--- config.mk ---
export PLATFORM = sky130hd
export DESIGN_NAME = spi_xfer_arbiter
export DESIGN_NICKNAME = d
export VERILOG_FILES = /design/src/rtl/spi_xfer_arbiter.sv
export SDC_FILE = /design/constraint.sdc
export NUM_CORES = 1
export LEC_CHECK = 0
export ABC_AREA = 1
export CORE_MARGIN = 1.5
export CORE_UTILIZATION = 35
export CTS_BUF_LIST = sky130_fd_sc_hd__clkbuf_16
export DETAILED_ROUTE_END_ITERATION = 8
export PLACE_DENSITY = 0.69
export SYNTH_ARGS = -nofsm -noshare
export SYNTH_HDL_FRONTEND = slang
export SYNTH_SLANG_ARGS = --single-unit
--- constraint.sdc ---
create_clock -name clk -period 1.65 [get_ports clk]
set_input_delay 0.33 -clock clk [delete_from_list [all_inputs] [get_ports clk]]
set_output_delay 0.33 -clock clk [all_outputs]
set_load 0.01 [all_outputs]
--- src/rtl/spi_xfer_arbiter.sv ---
// ---------------------------------------------------------------------------
// spi_xfer_arbiter
//
// Shares a single SPI master core among N_REQ requesters. A round-robin
// arbiter picks one pending requester while idle, presents that requester's
// byte and clock divider to the master, drops its slave select, pulses the
// master enable, follows the master's busy signal and finally returns the
// received byte with a one-cycle done pulse to the owner.
//
// Ports
//   clk          system clock, rising edge
//   reset        synchronous, active-low
//   req          per-requester transfer request (held until that done)
//   req_data     byte to send, requester i in bits [8i+7:8i]
//   cfg_clk_div  SPI clock divider, same packing as req_data
//   grant        one-hot owner of the current transaction (registered)
//   done         one-cycle pulse to the owner when the transaction ends
//   err          valid with done; 1 = aborted because busy never rose
//   rx_data      received byte, valid with done, held until the next done
//   ss_n         active-low slave selects, at most one low
//   spi_enable   one-cycle start pulse to the SPI master
//   spi_dataIn   byte presented to the SPI master
//   spi_clk_div  divider presented to the SPI master
//   spi_busy     SPI master busy
//   spi_dataOut  SPI master received byte
// ---------------------------------------------------------------------------
module spi_xfer_arbiter #(
  parameter int N_REQ     = 4,
  parameter int SETUP_CYC = 2,
  parameter int HOLD_CYC  = 2,
  parameter int TIMEOUT   = 16
) (
  input  logic               clk,
  input  logic               reset,
  input  logic [N_REQ-1:0]   req,
  input  logic [8*N_REQ-1:0] req_data,
  input  logic [8*N_REQ-1:0] cfg_clk_div,
  output logic [N_REQ-1:0]   grant,
  output logic [N_REQ-1:0]   done,
  output logic               err,
  output logic [7:0]         rx_data,
  output logic [N_REQ-1:0]   ss_n,
  output logic               spi_enable,
  output logic [7:0]         spi_dataIn,
  output logic [7:0]         spi_clk_div,
  input  logic               spi_busy,
  input  logic [7:0]         spi_dataOut
);

  // -------------------------------------------------------------------------
  // Widths and constants
  // -------------------------------------------------------------------------
  localparam int IDX_W = (N_REQ > 2) ? $clog2(N_REQ) : 1;

  // The counter must hold SETUP_CYC-1, HOLD_CYC-1 (both <= 14) and TIMEOUT-1.
  localparam int CNT_MAX = (TIMEOUT > 15) ? TIMEOUT : 15;
  localparam int CNT_W   = $clog2(CNT_MAX);

  localparam logic [CNT_W-1:0] SETUP_LOAD   = CNT_W'(SETUP_CYC - 1);
  localparam logic [CNT_W-1:0] HOLD_LOAD    = CNT_W'(HOLD_CYC - 1);
  localparam logic [CNT_W-1:0] TIMEOUT_LOAD = CNT_W'(TIMEOUT - 1);

  localparam logic [IDX_W-1:0] LAST_IDX  = IDX_W'(N_REQ - 1);
  localparam logic [IDX_W:0]   N_REQ_EXT = (IDX_W + 1)'(N_REQ);

  localparam logic [N_REQ-1:0] ONE_HOT0 = {{(N_REQ - 1){1'b0}}, 1'b1};

  // -------------------------------------------------------------------------
  // State encoding
  // -------------------------------------------------------------------------
  localparam logic [2:0] ST_IDLE      = 3'd0;
  localparam logic [2:0] ST_SETUP     = 3'd1;
  localparam logic [2:0] ST_START     = 3'd2;
  localparam logic [2:0] ST_WAIT_BUSY = 3'd3;
  localparam logic [2:0] ST_XFER      = 3'd4;
  localparam logic [2:0] ST_HOLD      = 3'd5;
  localparam logic [2:0] ST_RELEASE   = 3'd6;

  // -------------------------------------------------------------------------
  // Internal state
  // -------------------------------------------------------------------------
  logic [2:0]       state_reg;
  logic [IDX_W-1:0] ptr_reg;   // first index searched by the next arbitration
  logic [IDX_W-1:0] win_reg;   // owner of the transaction in flight
  logic [CNT_W-1:0] cnt_reg;   // shared down-counter for setup/timeout/hold
  logic [7:0]       cap_reg;   // byte captured when busy falls

  // -------------------------------------------------------------------------
  // Unpack the per-requester byte lanes
  // -------------------------------------------------------------------------
  logic [7:0] data_arr [N_REQ];
  logic [7:0] div_arr  [N_REQ];

  genvar gi;
  generate
    for (gi = 0; gi < N_REQ; gi++) begin : g_lane
      assign data_arr[gi] = req_data[8*gi +: 8];
      assign div_arr[gi]  = cfg_clk_div[8*gi +: 8];
    end
  endgenerate

  // -------------------------------------------------------------------------
  // Round-robin search
  //
  // cand_idx[k] is the requester examined k-th, i.e. (ptr + k) mod N_REQ.
  // The lowest k with a pending request wins.
  // -------------------------------------------------------------------------
  logic [IDX_W-1:0] cand_idx [N_REQ];
  logic [N_REQ-1:0] cand_hit;

  generate
    for (gi = 0; gi < N_REQ; gi++) begin : g_cand
      logic [IDX_W:0] sum;
      assign sum          = {1'b0, ptr_reg} + (IDX_W + 1)'(gi);
      assign cand_idx[gi] = (sum >= N_REQ_EXT) ? IDX_W'(sum - N_REQ_EXT)
                                               : sum[IDX_W-1:0];
      assign cand_hit[gi] = req[cand_idx[gi]];
    end
  endgenerate

  logic             pick_valid;
  logic [IDX_W-1:0] pick_idx;

  always_comb begin
    pick_valid = 1'b0;
    pick_idx   = '0;
    // Scan from the far end so the nearest hit to ptr is the last written.
    for (int k = N_REQ - 1; k >= 0; k--) begin
      if (cand_hit[k]) begin
        pick_valid = 1'b1;
        pick_idx   = cand_idx[k];
      end
    end
  end

  logic [N_REQ-1:0] pick_onehot;
  logic [N_REQ-1:0] win_onehot;

  assign pick_onehot = ONE_HOT0 << pick_idx;
  assign win_onehot  = ONE_HOT0 << win_reg;

  // -------------------------------------------------------------------------
  // Transaction end detection
  //
  // Both ways into RELEASE are decoded here so the done/err/rx_data/ss_n
  // updates are made on the same edge that enters RELEASE, which keeps all
  // of them registered and aligned with the RELEASE cycle.
  // -------------------------------------------------------------------------
  logic abort_now;      // busy never rose within TIMEOUT cycles of enable
  logic hold_end;       // last HOLD cycle of a normal transfer
  logic enter_release;

  always_comb begin
    abort_now     = (state_reg == ST_WAIT_BUSY) && !spi_busy && (cnt_reg == '0);
    hold_end      = (state_reg == ST_HOLD) && (cnt_reg == '0);
    enter_release = abort_now || hold_end;
  end

  logic [IDX_W-1:0] ptr_next;
  assign ptr_next = (win_reg == LAST_IDX) ? '0 : win_reg + 1'b1;

  // -------------------------------------------------------------------------
  // Sequencer
  // -------------------------------------------------------------------------
  always_ff @(posedge clk) begin
    if (!reset) begin
      state_reg   <= ST_IDLE;
      ptr_reg     <= '0;
      win_reg     <= '0;
      cnt_reg     <= '0;
      cap_reg     <= 8'h00;
      grant       <= '0;
      done        <= '0;
      err         <= 1'b0;
      rx_data     <= 8'h00;
      ss_n        <= '1;
      spi_enable  <= 1'b0;
      spi_dataIn  <= 8'h00;
      spi_clk_div <= 8'h00;
    end else begin
      // Pulse outputs default low every cycle.
      done       <= '0;
      spi_enable <= 1'b0;

      case (state_reg)
        ST_IDLE: begin
          // The only place req, req_data and cfg_clk_div are looked at.
          if (pick_valid) begin
            win_reg     <= pick_idx;
            grant       <= pick_onehot;
            ss_n        <= ~pick_onehot;
            spi_dataIn  <= data_arr[pick_idx];
            spi_clk_div <= div_arr[pick_idx];
            cnt_reg     <= SETUP_LOAD;
            state_reg   <= ST_SETUP;
          end
        end

        ST_SETUP: begin
          if (cnt_reg == '0) begin
            spi_enable <= 1'b1;     // high for the whole START cycle
            state_reg  <= ST_START;
          end else begin
            cnt_reg <= cnt_reg - 1'b1;
          end
        end

        ST_START: begin
          cnt_reg   <= TIMEOUT_LOAD;
          state_reg <= ST_WAIT_BUSY;
        end

        ST_WAIT_BUSY: begin
          // busy wins over an expiring counter on the same cycle.
          if (spi_busy) begin
            state_reg <= ST_XFER;
          end else if (cnt_reg == '0) begin
            state_reg <= ST_RELEASE;
          end else begin
            cnt_reg <= cnt_reg - 1'b1;
          end
        end

        ST_XFER: begin
          // Once the master has started there is no timeout.
          if (!spi_busy) begin
            cap_reg   <= spi_dataOut;
            cnt_reg   <= HOLD_LOAD;
            state_reg <= ST_HOLD;
          end
        end

        ST_HOLD: begin
          if (cnt_reg == '0) begin
            state_reg <= ST_RELEASE;
          end else begin
            cnt_reg <= cnt_reg - 1'b1;
          end
        end

        ST_RELEASE: begin
          state_reg <= ST_IDLE;
        end

        default: begin
          state_reg <= ST_IDLE;
        end
      endcase

      // Outputs visible during the RELEASE cycle.
      if (enter_release) begin
        ss_n    <= '1;
        grant   <= '0;
        done    <= win_onehot;
        err     <= abort_now;
        rx_data <= abort_now ? 8'h00 : cap_reg;
        ptr_reg <= ptr_next;
      end
    end
  end

endmodule

* Word-level counts from Yosys, hierarchy flattened *
Index checks and enable logic that the tools add are counted.

storage, ports and cells
  flip-flop bits (word level) = 57
  input port bits = 79
  output and inout port bits = 38

operators by class
  $add $sub $neg = 9
  $lt $le $gt $ge = 9
  equality and inequality tests = 10
  shift operators = 2
  muxes and demuxes = 40
  bitwise gates (word level) = 4
  reductions and logical operators = 16

operators by type and width
  cell                                                       count
  two-way mux 8 bit                                          5
  binary-select mux 8 bit (select 2 bit)                     2
  case mux 4 bit (5 select lines)                            1
  two-way mux 2 bit                                          9
  case mux 3 bit (6 select lines)                            1
  two-way mux 4 bit                                          4
  two-way mux 3 bit                                          5
  greater-or-equal comparator 3 bit (second input constant)  4
  < comparator 2 x 3 -> 1 bit (second input constant)        4
  two-way mux 1 bit                                          9
  binary-select mux 1 bit (select 2 bit)                     4
  inequality test 2 bit (second input constant)              4
  AND reduction 2 bit                                        4
  left shift 1 x 2 -> 4 bit (first input constant)           2
  subtractor 2 x 1 -> 2 bit (second input constant)          4
  adder 2 x 2 -> 3 bit (second input constant)               2
  == test 3 x 2 -> 1 bit (second input constant)             2
  == test 3 bit (second input constant)                      2
  nonzero test 5 bit                                         1
  logical NOT 4 bit                                          1
  inverter 4 bit                                             1
  AND reduction 4 bit                                        1
  OR reduction 2 bit                                         2
  subtractor 4 x 1 -> 4 bit (second input constant)          1
  12 further kinds                                           15

* Longest topological paths before layout *
Gate-level depths: netlist of run 1.

  depth after elaboration = 13
  depth in mapped cells = 17

* Least setup slack after synthesis of run 1 *
Ideal clock, no wire load.

  kind = reg2reg
  from = register cnt_reg[0]
  to = register grant[1]
  arrival = 1.657 ns
  required time = 1.592 ns
  path slack = -0.065 ns
  cell stages (with the launch flop) = 11
  path buffers = 0
  cells stage by stage = dfxtp_1 -> inv_1 -> ha_1 -> nand3_1 -> inv_1 -> nand2_1 -> nand2_1 -> nor2_2 -> inv_1 -> a21oi_1 -> o21a_1

between the ends
  cells in the longest elaborated chain, start to end = 4
  elaborated cells on any way between the ends = 5

RTL lines
  what                                  RTL line  source
  from (decl)                           85        logic [CNT_W-1:0] cnt_reg;
  from (signal assigned)                204       cnt_reg <= cnt_reg - 1'b1;
  from (signal assigned)                220       cnt_reg <= cnt_reg - 1'b1;
  from (signal assigned)                237       cnt_reg <= cnt_reg - 1'b1;
  logical NOT 4 bit (*)                 154, 155
  logical AND 1 bit (on tied branches)  154, 155
  logical OR 1 bit (*)                  156       enter_release = abort_now || hold_end;
  OR reduction 2 bit (no line) (*)      n/a
  to (signal assigned)                  190       grant <= pick_onehot;
  to (decl)                             38        output logic [N_REQ-1:0] grant,

Mark *: on every way between the ends. The rest lies on a longest branch, timed or not.
A chain may end at the register's enable or synchronous reset.

* Worst setup path after layout of run 1 *
  from = register ptr_reg[0]
  to = register spi_clk_div[6]

between the ends
  cells in the longest elaborated chain, start to end = 13
  elaborated cells on any way between the ends = 36

RTL lines
  what                                                                                   RTL line  source
  from (decl)                                                                            83        logic [IDX_W-1:0] ptr_reg;
  from (signal assigned)                                                                 257       ptr_reg <= ptr_next;
  adder 2 x 2 -> 3 bit                                                                   114       assign sum = {1'b0, ptr_reg} + (IDX_W + 1)'(gi);
  greater-or-equal comparator 3 bit / subtractor 2 x 1 -> 2 bit (equally long branches)  115       assign cand_idx[gi] = (sum >= N_REQ_EXT) ? IDX_W'(sum - N_REQ_EXT)
  two-way mux 2 bit                                                                      115
  binary-select mux 1 bit (select 2 bit)                                                 117       assign cand_hit[gi] = req[cand_idx[gi]];
  two-way mux 1 bit (implied by the code)                                                117
  two-way mux 2 bit (4 in a row)                                                         129       if (cand_hit[k]) begin
  inverter 2 -> 3 bit (implied by the code)                                              193       spi_clk_div <= div_arr[pick_idx];
  binary-select mux 8 bit (select 2 bit)                                                 193
  two-way mux 8 bit (implied by the code) (2 in a row)                                   193
  to (signal assigned)                                                                   193
  to (decl)                                                                              45        output logic [7:0] spi_clk_div,

Parallel ways exist; a longest one is shown, timed or not. The select of a mux whose other input is x is not followed.

==> metrics.log, run 1 <==
[metrics] highest-count cells in the layout ignoring fill and taps: sky130_fd_sc_hd__clkdlybuf4s50_1, sky130_fd_sc_hd__nand2_1, sky130_fd_sc_hd__dfxtp_1, sky130_fd_sc_hd__nor2_1, sky130_fd_sc_hd__buf_4
[metrics] unrepaired setup endpoints after global routing: true
[metrics] synthesized instance count: 430
[metrics] effective utilization at floorplan: 36.7%
[metrics] Detail Route Antenna Nets: 0
[metrics] vias per inst: 5.01
[metrics] netlist area before placement: 0.00306 sq mm
[metrics] final max-slew violation count: 0
[metrics] maximum number of pins on one net before global-route repair: 23
[metrics] final setup vio count: 23
[metrics] required time of the critical path: 1.86 ns
[metrics] number of global-route vias before repair: 3531
[metrics] synthesized area per cell: 7.13 sq um
[metrics] endpoints failing hold: 0
[metrics] critical-path maximum fanout: 7
[metrics] leading cell type in the layout, fill and taps excluded: sky130_fd_sc_hd__clkdlybuf4s50_1
[metrics] die footprint: 0.00932 sq mm
[metrics] worst path arrival time: 1.98 ns
[metrics] number of nets in the finished design: 676
[metrics] violations in the final reports: negative setup slack
[metrics] number of antenna cells inserted: 0
[metrics] Remaining DRCs: 0
[metrics] Vias: 3529
[metrics] slew at the pin closest to its max-slew limit: 0.379 ns
[metrics] Longest Clk Path Bufs: 2
[metrics] Total Routed Length: 10500 um
[metrics] share of post-route cells with drive strength above 1: 25.5%
[metrics] Post-synth top flop: sky130_fd_sc_hd__dfxtp_1
[metrics] number of rows created at floorplan: 33
[metrics] Power Dens Cells: 1470 mW/mm^2
[metrics] number of CTS-inserted buffers: 9
[metrics] post-synthesis register bit count: 57
[metrics] Die X-Extent: 96.6 um
[metrics] area of the core: 0.00834 sq mm
[metrics] Area growth syn-to-layout: 79.7%
[metrics] startpoint types: flop
[metrics] yosys synthesis warning count: 0
[metrics] clock-pin slew of the registers on the worst-case setup and hold paths: 0.05 ns
[metrics] result of the run: finished, violations left
[metrics] count of max-cap constraint violations: 0
[metrics] CTS tree: built
[metrics] estimated wirelength of the detail-placed design: 7540 um
[metrics] GRT Residual Overflow: 0
[metrics] max frequency: 0.564 GHz
[metrics] detailed-route wire length per cell: 15.0 um
[metrics] final period utilization: 107%
[metrics] cell type with the highest aggregate area in the netlist: sky130_fd_sc_hd__dfxtp_1
[metrics] clk sinks: 57
[metrics] ranking of synthesized cells by area: sky130_fd_sc_hd__dfxtp_1, sky130_fd_sc_hd__nand2_1, sky130_fd_sc_hd__nand3_1
[metrics] RePlAce Congestion: 0.931
[metrics] CP Capture Type: flop
[metrics] slack of the critical path: -0.122 ns
[metrics] initial antenna violation count: 0
[metrics] Worst Path Class, Setup: flop to flop
[metrics] fin crit period: 1.77 ns
[metrics] Post-Syn Nets: 512
[metrics] post-synth top area share: 37.2%
[metrics] global-route wire length before repair: 16300 um
[metrics] skew final: 0.00729 ns
[metrics] total placed instance area: 0.00469 sq mm
[metrics] total power of the final layout: 0.00807 W
[metrics] worst voltage drop across the vdd grid: 0.000944 V
[metrics] number of DRC violations after detailed-routing iteration 0: 134
[metrics] worst slew margin relative to its limit: 74.6%
[metrics] count of input and output buffers: 116
[metrics] Root Buffer: sky130_fd_sc_hd__clkbuf_16
[metrics] Skew-Pair Late Insertion Delay: 0.32 ns
[metrics] fraction of synthesis flops using an asynchronous set or reset pin: 0%
[metrics] final design instance area without fill: 0.00551 sq mm
[metrics] Die H: 96.6 um
[metrics] leakage power: 2.32 nW
[metrics] router iterations before antenna repair: 4
[metrics] share of synthesized area occupied by flip-flops and latches: 37.2%
[metrics] number of enable-type register cells in the synthesized netlist: 0
[metrics] number of fillers in the final layout: 694
[metrics] overall track demand over capacity in global routing: 23.2%
[metrics] I/O Pins: 117
[metrics] kind of path behind the tightest hold check: flop to flop
[metrics] Setup Slack @ Placement: -0.555 ns
[metrics] Setup Total Neg Slack: -1.74 ns
[metrics] final design utilization: 66.0%
[metrics] number of different library cells in the post-synthesis netlist: 33
[metrics] CTS H-Tree Depth: 3
-- cell type report --
cell class	count	area, sq um	share of cell area, %
Timing Repair Buffer	173	1820	33.1
Clock inverter	7	86.3	1.57
Multi-Input combinational cell	314	1930	35.1
Inverter	39	164	2.98
Clock buffer	9	225	4.09
Sequential cell	57	1150	20.9
Tap cell	105	131	2.39
-- stage by stage --
step,hold slack [ns],instances
5_1_grt,0.461,704
3_5_place_dp,0.442,675
3_3_place_gp,0.433,675
6_report,0.445,704
2_1_floorplan,0.425,430
4_1_cts,0.449,698
-- synthesized netlist by cell type (2+ instances only) --
library cell,instances
sky130_fd_sc_hd__inv_1,31
sky130_fd_sc_hd__a21oi_4,2
sky130_fd_sc_hd__buf_6,5
sky130_fd_sc_hd__buf_2,8
sky130_fd_sc_hd__a21oi_1,20
sky130_fd_sc_hd__o21ai_0,34
sky130_fd_sc_hd__inv_2,6
sky130_fd_sc_hd__nand2_2,10
sky130_fd_sc_hd__ha_1,3
sky130_fd_sc_hd__dfxtp_1,57
sky130_fd_sc_hd__clkbuf_1,4
sky130_fd_sc_hd__nand4_1,28
sky130_fd_sc_hd__o21a_1,3
sky130_fd_sc_hd__o211ai_1,2
sky130_fd_sc_hd__nand3_2,6
sky130_fd_sc_hd__buf_4,3
sky130_fd_sc_hd__nand2_4,9
sky130_fd_sc_hd__o21ai_1,2
sky130_fd_sc_hd__nand2_1,79
sky130_fd_sc_hd__nor2_1,55
sky130_fd_sc_hd__nor3_1,4
sky130_fd_sc_hd__nand3_1,48
-- kinds of logic after synthesis --
logic type	count (synthesis)	synth area share (%)
flip-flops	57	37.2
AND/OR/NAND/NOR	245	40.1
adder cells (fa/ha/maj)	3	1.23
AO/OA/AOI/OAI	65	11.9
buffers and inverters	60	9.51
-- layer usage --
layer | GRT usage [%] | vias to the layer above | part of all wire [%]
met5 | 0 | - | 0
met4 | 8.21 | 0 | 2.5
met3 | 6.26 | 16 | 6.8
met2 | 42.9 | 132 | 50
met1 | 25.2 | 1608 | 41
li1 | - | 1773 | -
-- report_power, final --
part | internal [W] | leakage [nW] | switching [W]
Combinational | 0.00203 | 1.69 | 0.00208
Sequential | 0.00178 | 0.469 | 0.000258
Clock | 0.00130 | 0.158 | 0.000610
-- critical path: stages, from the launching register on --
cell	delay, ns
sky130_fd_sc_hd__dfxtp_4	0.44
sky130_fd_sc_hd__nand2_2	0.12
sky130_fd_sc_hd__nand3_4	0.11
sky130_fd_sc_hd__nand2_4	0.06
sky130_fd_sc_hd__nand3_4	0.11
sky130_fd_sc_hd__nand2_4	0.07
sky130_fd_sc_hd__nand2_8	0.11
sky130_fd_sc_hd__nand2_8	0.11
sky130_fd_sc_hd__buf_12	0.16
sky130_fd_sc_hd__nand3_1	0.08
sky130_fd_sc_hd__nand3_2	0.10
sky130_fd_sc_hd__nor2_2	0.13
sky130_fd_sc_hd__nor2_1	0.05
-- final timing paths --
kind | start | cells past startpoint | slack [ns] | end
setup / recovery | ptr_reg[0] | 12 | -0.12 | spi_clk_div[6]
hold / removal | cap_reg[5] | 2 | 0.44 | cap_reg[5]
setup reg to reg | ptr_reg[0] | 12 | -0.12 | spi_clk_div[6]
hold reg to reg | cap_reg[5] | 2 | 0.44 | cap_reg[5]
-- timing repair --
item | 4_1_cts | 5_1_grt
setup buffers | 4 | 6
gates cloned | 5 | 1
endpoints found under the setup margin | 33 | 44
resized for setup | 64 | 27
pin swaps | 19 | 15
hold buffers | 0 | 0
(Power assumes the default switching activity.)
==> run 2, diff against run 1 <==
clock period = 1.6 ns   (was 1.65 ns; I/O delays follow)
==> run 2 against run 1 <==
Net effect: power is 5.7% higher; worst setup slack worse by 0.13 ns; the run still ends with negative setup slack left; fmax is 4.2% lower; clock-buffer cell count unchanged; register-to-register slack worse by 0.13 ns; sequential cell count unchanged; clock power increased by 5%; core utilization increased by 1.9 points; critical endpoint is now spi_dataIn[3]; non-clock buffer count up 8; combinational power up 7.5%; routed wire length grew 2.1%; largest power group unchanged; sequential power up 3%.
==> metrics.log, run 2 (synthesis results as in run 1) <==
[metrics] fin crit period: 1.85 ns
[metrics] critical-path maximum fanout: 11
[metrics] Power Dens Cells: 1510 mW/mm^2
[metrics] overall track demand over capacity in global routing: 22.4%
[metrics] leading cell type in the layout, fill and taps excluded: sky130_fd_sc_hd__clkdlybuf4s50_1
[metrics] start point of the worst hold path: ss_n[1]
[metrics] worst slew margin relative to its limit: 71.6%
[metrics] cell class contributing the biggest share of worst-path delay: simple AND/OR/NAND/NOR gates
[metrics] Vias: 3624
[metrics] I/O Pins: 117
[metrics] Area growth syn-to-layout: 84.9%
[metrics] vias per inst: 5.09
[metrics] Worst Path Class, Setup: flop to flop
[metrics] CTS tree: built
[metrics] estimated wirelength of the detail-placed design: 7570 um
[metrics] unrepaired setup endpoints after global routing: true
[metrics] final setup vio count: 24
[metrics] placed instance count: 678
[metrics] endpoints failing hold: 0
[metrics] slack of the critical path: -0.249 ns
[metrics] Die H: 96.6 um
[metrics] startpoint types: flop
[metrics] number of cells traversed by the worst hold path: 2
[metrics] violations in the final reports: negative setup slack
[metrics] detailed-route wire length per cell: 15.1 um
[metrics] total placed instance area: 0.00470 sq mm
[metrics] leakage power: 2.42 nW
[metrics] effective utilization at floorplan: 36.7%
[metrics] GRT Residual Overflow: 0
[metrics] number of antenna cells inserted: 0
[metrics] Longest Clk Path Bufs: 2
[metrics] slew at the pin closest to its max-slew limit: 0.425 ns
[metrics] Total Routed Length: 10800 um
[metrics] clk sinks: 57
[metrics] router iterations before antenna repair: 4
[metrics] count of max-cap constraint violations: 0
[metrics] Root Buffer: sky130_fd_sc_hd__clkbuf_16
[metrics] number of DRC violations after detailed-routing iteration 0: 102
[metrics] number of global-route vias before repair: 3427
[metrics] number of nets in the finished design: 684
[metrics] filler-free cell count of the finished design: 712
[metrics] share of post-route cells with drive strength above 1: 30.8%
[metrics] CP max stage cell: sky130_fd_sc_hd__dfxtp_4
[metrics] Skew-Pair Late Insertion Delay: 0.32 ns
[metrics] clock-pin slew of the registers on the worst-case setup and hold paths: 0.05 ns
[metrics] required time of the critical path: 1.85 ns
[metrics] source of the critical timing path: ptr_reg[0]
[metrics] kind of path behind the tightest hold check: flop to flop
[metrics] CP Capture Type: flop
[metrics] Setup Total Neg Slack: -3.69 ns
[metrics] global-route wire length before repair: 15800 um
[metrics] skew final: 0.00818 ns
[metrics] max frequency: 0.541 GHz
[metrics] area of the core: 0.00834 sq mm
[metrics] Stages on worst setup path: 14
[metrics] RePlAce Congestion: 0.978
[metrics] cells on worst reg2reg path: 14
[metrics] cells traversed along the worst timing path: inv_12 -> nand2_4 -> nand2_4 -> nand2_4 -> nand2_2 -> inv_2 -> nand2_4 -> a21oi_4 -> buf_12 -> clkbuf_16 -> nand4_1 -> nand3_2 -> nor2_2 -> nor2_1
[metrics] Detail Route Antenna Nets: 0
[metrics] worst voltage drop across the vdd grid: 0.000753 V
[metrics] count of input and output buffers: 116
[metrics] result of the run: finished, violations left
[metrics] highest-count cells in the layout ignoring fill and taps: sky130_fd_sc_hd__clkdlybuf4s50_1, sky130_fd_sc_hd__nand2_1, sky130_fd_sc_hd__dfxtp_1, sky130_fd_sc_hd__buf_4, sky130_fd_sc_hd__nor2_1
[metrics] CTS H-Tree Depth: 3
[metrics] final max-slew violation count: 0
[metrics] initial antenna violation count: 0
[metrics] Critical Path Max Stage Delay: 0.45 ns
[metrics] Remaining DRCs: 0
[metrics] startpoint of the most critical register-to-register path: ptr_reg[0]
[metrics] number of rows created at floorplan: 33
[metrics] maximum number of pins on one net before global-route repair: 25
[metrics] final period utilization: 116%
[metrics] number of buffer and inverter instances along the worst setup path: 4
[metrics] most repeated library cell on the critical path: sky130_fd_sc_hd__nand2_4
[metrics] final design instance area without fill: 0.00567 sq mm
[metrics] number of fillers in the final layout: 665
[metrics] die footprint: 0.00932 sq mm
[metrics] number of CTS-inserted buffers: 9
[metrics] worst path arrival time: 2.10 ns
[metrics] Die X-Extent: 96.6 um
[metrics] total power of the final layout: 0.00853 W
## run 2: worst reg2reg max path: stages (launching register included)
cell                        delay [ns]
sky130_fd_sc_hd__dfxtp_4          0.45
sky130_fd_sc_hd__inv_12           0.07
sky130_fd_sc_hd__nand2_4          0.09
sky130_fd_sc_hd__nand2_4          0.07
sky130_fd_sc_hd__nand2_4          0.08
sky130_fd_sc_hd__nand2_2          0.06
sky130_fd_sc_hd__inv_2            0.06
sky130_fd_sc_hd__nand2_4          0.06
sky130_fd_sc_hd__a21oi_4          0.20
sky130_fd_sc_hd__buf_12           0.15
sky130_fd_sc_hd__clkbuf_16        0.16
sky130_fd_sc_hd__nand4_1          0.09
sky130_fd_sc_hd__nand3_2          0.10
sky130_fd_sc_hd__nor2_2           0.04
sky130_fd_sc_hd__nor2_1           0.12
## run 2: through the flow
step	util, %	hold slack [ns]	worst slack (ns)
floorplan	-	0.425	0.0245
global placement	56.3	0.432	-0.533
detailed placement	56.3	0.438	-0.599
CTS	62.4	0.446	-0.152
global route	67.9	0.474	-0.274
finish	67.9	0.450	-0.249
## run 2: timing repair
| item | 4_1_cts | 5_1_grt |
|---|---|---|
| pin swaps | 6 | 29 |
| gates resized for setup | 36 | 93 |
| hold buffers | 0 | 0 |
| buffers inserted | 2 | 13 |
| cloned | 2 | 3 |
| setup endpoints to repair | 42 | 47 |
## run 2: final timing paths
check / end / slack [ns]
worst max-delay path: spi_dataIn[3] / -0.25
worst min-delay path: ss_n[1] / 0.45
worst max register to register: spi_dataIn[3] / -0.25
worst min register to register: ss_n[1] / 0.45
## run 2: layout make-up
type / count / area, sq um / area share, %
well taps: 105 / 131 / 2.32
inverters: 39 / 171 / 3.03
clock buffers: 9 / 225 / 3.98
repair buffers: 181 / 1880 / 33.2
clock inverters: 7 / 86.3 / 1.52
flip-flops and latches: 57 / 1150 / 20.3
multi-input cells: 314 / 2020 / 35.6
## run 2: layer usage
layer,GRT usage (%),share of wire (%),vias to the layer above
met4,10.5,2.2,0
met5,0,0,-
met3,6.10,9.2,16
li1,-,-,1783
met1,25.6,38,1643
met2,38.6,50,182
## run 2: report_power, final
part / switching, W / internal (W)
Sequential: 0.000268 / 0.00184
Clock: 0.000651 / 0.00135
Combinational: 0.00223 / 0.00219
==> run 3, diff against run 2 <==
PLACE_DENSITY = default   (was 0.69)
PLACE_DENSITY_LB_ADDON = 0.2   (was default)
==> run 3 against run 2 <==
Net effect: the run still ends with negative setup slack left; clock skew about the same; largest power group unchanged; clock-buffer cell count stayed put; design area down 2.3%; first-iteration DRC count grew 14%; worst setup slack improved by 0.052 ns; core utilization shrank 1.6 points.
==> metrics.log, run 3 (synthesis results as in run 1) <==
[metrics] switching power of the nets: 0.00316 W
[metrics] area used by multi-input combinational logic: 0.00197 sq mm
[metrics] CTS H-Tree Depth: 3
[metrics] number of DRC violations after detailed-routing iteration 0: 116
[metrics] Flop pwr share: 25.0%
[metrics] worst voltage drop across the vdd grid: 0.000833 V
[metrics] Worst Path Class, Setup: flop to flop
[metrics] number of nets in the finished design: 683
[metrics] maximum number of pins on one net before global-route repair: 22
[metrics] start point of the worst hold path: ss_n[2]
[metrics] Sequential Area: 0.00115 sq mm
[metrics] critical-path maximum fanout: 7
[metrics] effective utilization at floorplan: 36.7%
[metrics] fin crit period: 1.80 ns
[metrics] estimated wirelength of the detail-placed design: 7330 um
[metrics] Total Routed Length: 10800 um
[metrics] slack of the critical path: -0.198 ns
[metrics] proportion of power drawn by the clock network: 25.4%
[metrics] CTS tree: built
[metrics] share of post-route cells with drive strength above 1: 28.2%
[metrics] RePlAce Congestion: 0.900
[metrics] proportion of total power due to net switching: 37.7%
[metrics] area of the core: 0.00834 sq mm
[metrics] number of global-route vias before repair: 3636
[metrics] final design instance area without fill: 0.00554 sq mm
[metrics] clock-pin slew of the registers on the worst-case setup and hold paths: 0.06 ns
[metrics] Critical Path Max Stage Delay: 0.33 ns
[metrics] Power Dens Cells: 1510 mW/mm^2
[metrics] violations in the final reports: negative setup slack
[metrics] number of fillers in the final layout: 682
[metrics] filler-free cell count of the finished design: 711
[metrics] number of antenna cells inserted: 0
[metrics] result of the run: finished, violations left
[metrics] die footprint: 0.00932 sq mm
[metrics] Detail Route Antenna Nets: 0
[metrics] fraction of met3 tracks used by global routing: 6.57%
[metrics] internal power: 0.00523 W
[metrics] Die H: 96.6 um
[metrics] number of CTS-inserted buffers: 9
[metrics] leakage power: 2.34 nW
[metrics] placed instance count: 679
[metrics] CP max stage cell: sky130_fd_sc_hd__dfxtp_2
[metrics] final period utilization: 112%
[metrics] Area growth syn-to-layout: 80.6%
[metrics] Vias: 3617
[metrics] GRT Residual Overflow: 0
[metrics] endpoints failing hold: 0
[metrics] startpoint of the most critical register-to-register path: ptr_reg[0]
[metrics] Remaining DRCs: 0
[metrics] number of hold-repair buffers added at the cts stage: 0
[metrics] combinational cell fraction of total power: 49.6%
[metrics] final setup vio count: 24
[metrics] global route hottest layer: met2
[metrics] cells on worst reg2reg path: 15
[metrics] count of input and output buffers: 116
[metrics] met2 Resource Use GR: 41.6%
[metrics] clk sinks: 57
[metrics] leading cell type in the layout, fill and taps excluded: sky130_fd_sc_hd__clkdlybuf4s50_1
[metrics] Root Buffer: sky130_fd_sc_hd__clkbuf_16
[metrics] flop-to-flop setup slack: -0.20 ns
[metrics] highest-count cells in the layout ignoring fill and taps: sky130_fd_sc_hd__clkdlybuf4s50_1, sky130_fd_sc_hd__nand2_1, sky130_fd_sc_hd__dfxtp_1, sky130_fd_sc_hd__nor2_1, sky130_fd_sc_hd__buf_4
[metrics] unrepaired setup endpoints after global routing: true
[metrics] initial antenna violation count: 0
[metrics] number of cells traversed by the worst hold path: 2
[metrics] CP Capture Type: flop
[metrics] overall track demand over capacity in global routing: 23.7%
[metrics] I/O Pins: 117
[metrics] count of max-cap constraint violations: 0
[metrics] number of rows created at floorplan: 33
[metrics] global-route wire length before repair: 16800 um
[metrics] met1 track demand over resource: 26.0%
[metrics] total placed instance area: 0.00465 sq mm
[metrics] Min-Delay Endpoint: ss_n[2]
[metrics] Longest Clk Path Bufs: 2
[metrics] startpoint types: flop
[metrics] Die X-Extent: 96.6 um
[metrics] worst slew margin relative to its limit: 72.2%
[metrics] reg2reg end: spi_clk_div[4]
[metrics] worst path arrival time: 2.02 ns
[metrics] cells traversed along the worst timing path: buf_12 -> inv_12 -> nand2_4 -> nand2_4 -> nand3_4 -> nand2_2 -> inv_4 -> nand2_4 -> nand2_8 -> buf_6 -> buf_4 -> nand4_1 -> nand3_2 -> nor2_2 -> nor2_1
[metrics] Skew-Pair Late Insertion Delay: 0.33 ns
[metrics] slew at the pin closest to its max-slew limit: 0.415 ns
[metrics] most repeated library cell on the critical path: sky130_fd_sc_hd__nand2_4
[metrics] vias per inst: 5.09
[metrics] final max-slew violation count: 0
[metrics] required time of the critical path: 1.83 ns
[metrics] skew final: 0.00836 ns
[metrics] max frequency: 0.556 GHz
[metrics] kind of path behind the tightest hold check: flop to flop
[metrics] detailed-route wire length per cell: 15.2 um
[metrics] router iterations before antenna repair: 4
run 3: repair_timing:
action / CTS / global route
gates resized for setup: 53 / 62
endpoints found under the setup margin: 45 / 48
setup buffers: 7 / 6
cloned: 3 / 0
hold endpoints to repair: 0 / 0
pin swaps: 26 / 32
run 3: metal layers:
| metal | wire length (um) | vias up | part of all wire, % |
|---|---|---|---|
| met3 | 756 | 28 | 7.0 |
| met2 | 5410 | 121 | 50 |
| met1 | 4290 | 1678 | 40 |
| met5 | 0 | - | 0 |
| met4 | 337 | 0 | 3.1 |
| li1 | - | 1790 | - |
run 3: power by group through the flow:
stage                     combinational, W  sequential (W)  clock [W]
after floorplan                    0.00181         0.00220          0
after global placement             0.00339         0.00211          0
after detailed placement           0.00345         0.00211          0
after CTS                          0.00378         0.00209    0.00216
after global routing               0.00455         0.00214    0.00223
final                              0.00416         0.00210    0.00213
run 3: cell type report:
| type | count | share of cell area (%) |
|---|---|---|
| Clock inverter | 7 | 1.85 |
| Tap cell | 105 | 2.37 |
| Clock buffer | 9 | 4.07 |
| Timing Repair Buffer | 180 | 32.3 |
| Sequential cell | 57 | 20.7 |
| Multi-Input combinational cell | 314 | 35.6 |
| Inverter | 39 | 3.05 |
run 3: how the worst max path moves through the flow:
| stage | slack [ns] | cells past startpoint | endpoint | from |
|---|---|---|---|---|
| global placement | -0.48 | 13 | spi_dataIn[6] | req[3] |
| finish | -0.20 | 15 | spi_clk_div[4] | ptr_reg[0] |
| CTS | -0.14 | 15 | spi_dataIn[5] | ptr_reg[0] |
| detailed placement | -0.53 | 12 | spi_clk_div[2] | req[3] |
| floorplan | 0.02 | 12 | grant[3] | ptr_reg[0] |
| global route | -0.29 | 14 | spi_clk_div[6] | ptr_reg[0] |
run 3: per-stage QoR:
| step | power (W) | utilization [%] | hold slack (ns) | worst slack [ns] | setup TNS [ns] |
|---|---|---|---|---|---|
| global placement | 0.00550 | 55.8 | 0.434 | -0.476 | -15.50 |
| floorplan | 0.00400 | - | 0.425 | 0.0245 | 0 |
| detailed placement | 0.00556 | 55.8 | 0.441 | -0.534 | -16.96 |
| finish | 0.00839 | 66.4 | 0.448 | -0.198 | -3.09 |
| global route | 0.00893 | 66.4 | 0.474 | -0.287 | -5.90 |
| CTS | 0.00804 | 63.5 | 0.448 | -0.135 | -2.30 |
run 3: worst max-delay path, delay by kind of cell (launching register included):
kind / cells / cell delay, ns
simple gates: 10 / 0.82
flops: 1 / 0.33
buf+inv: 5 / 0.56
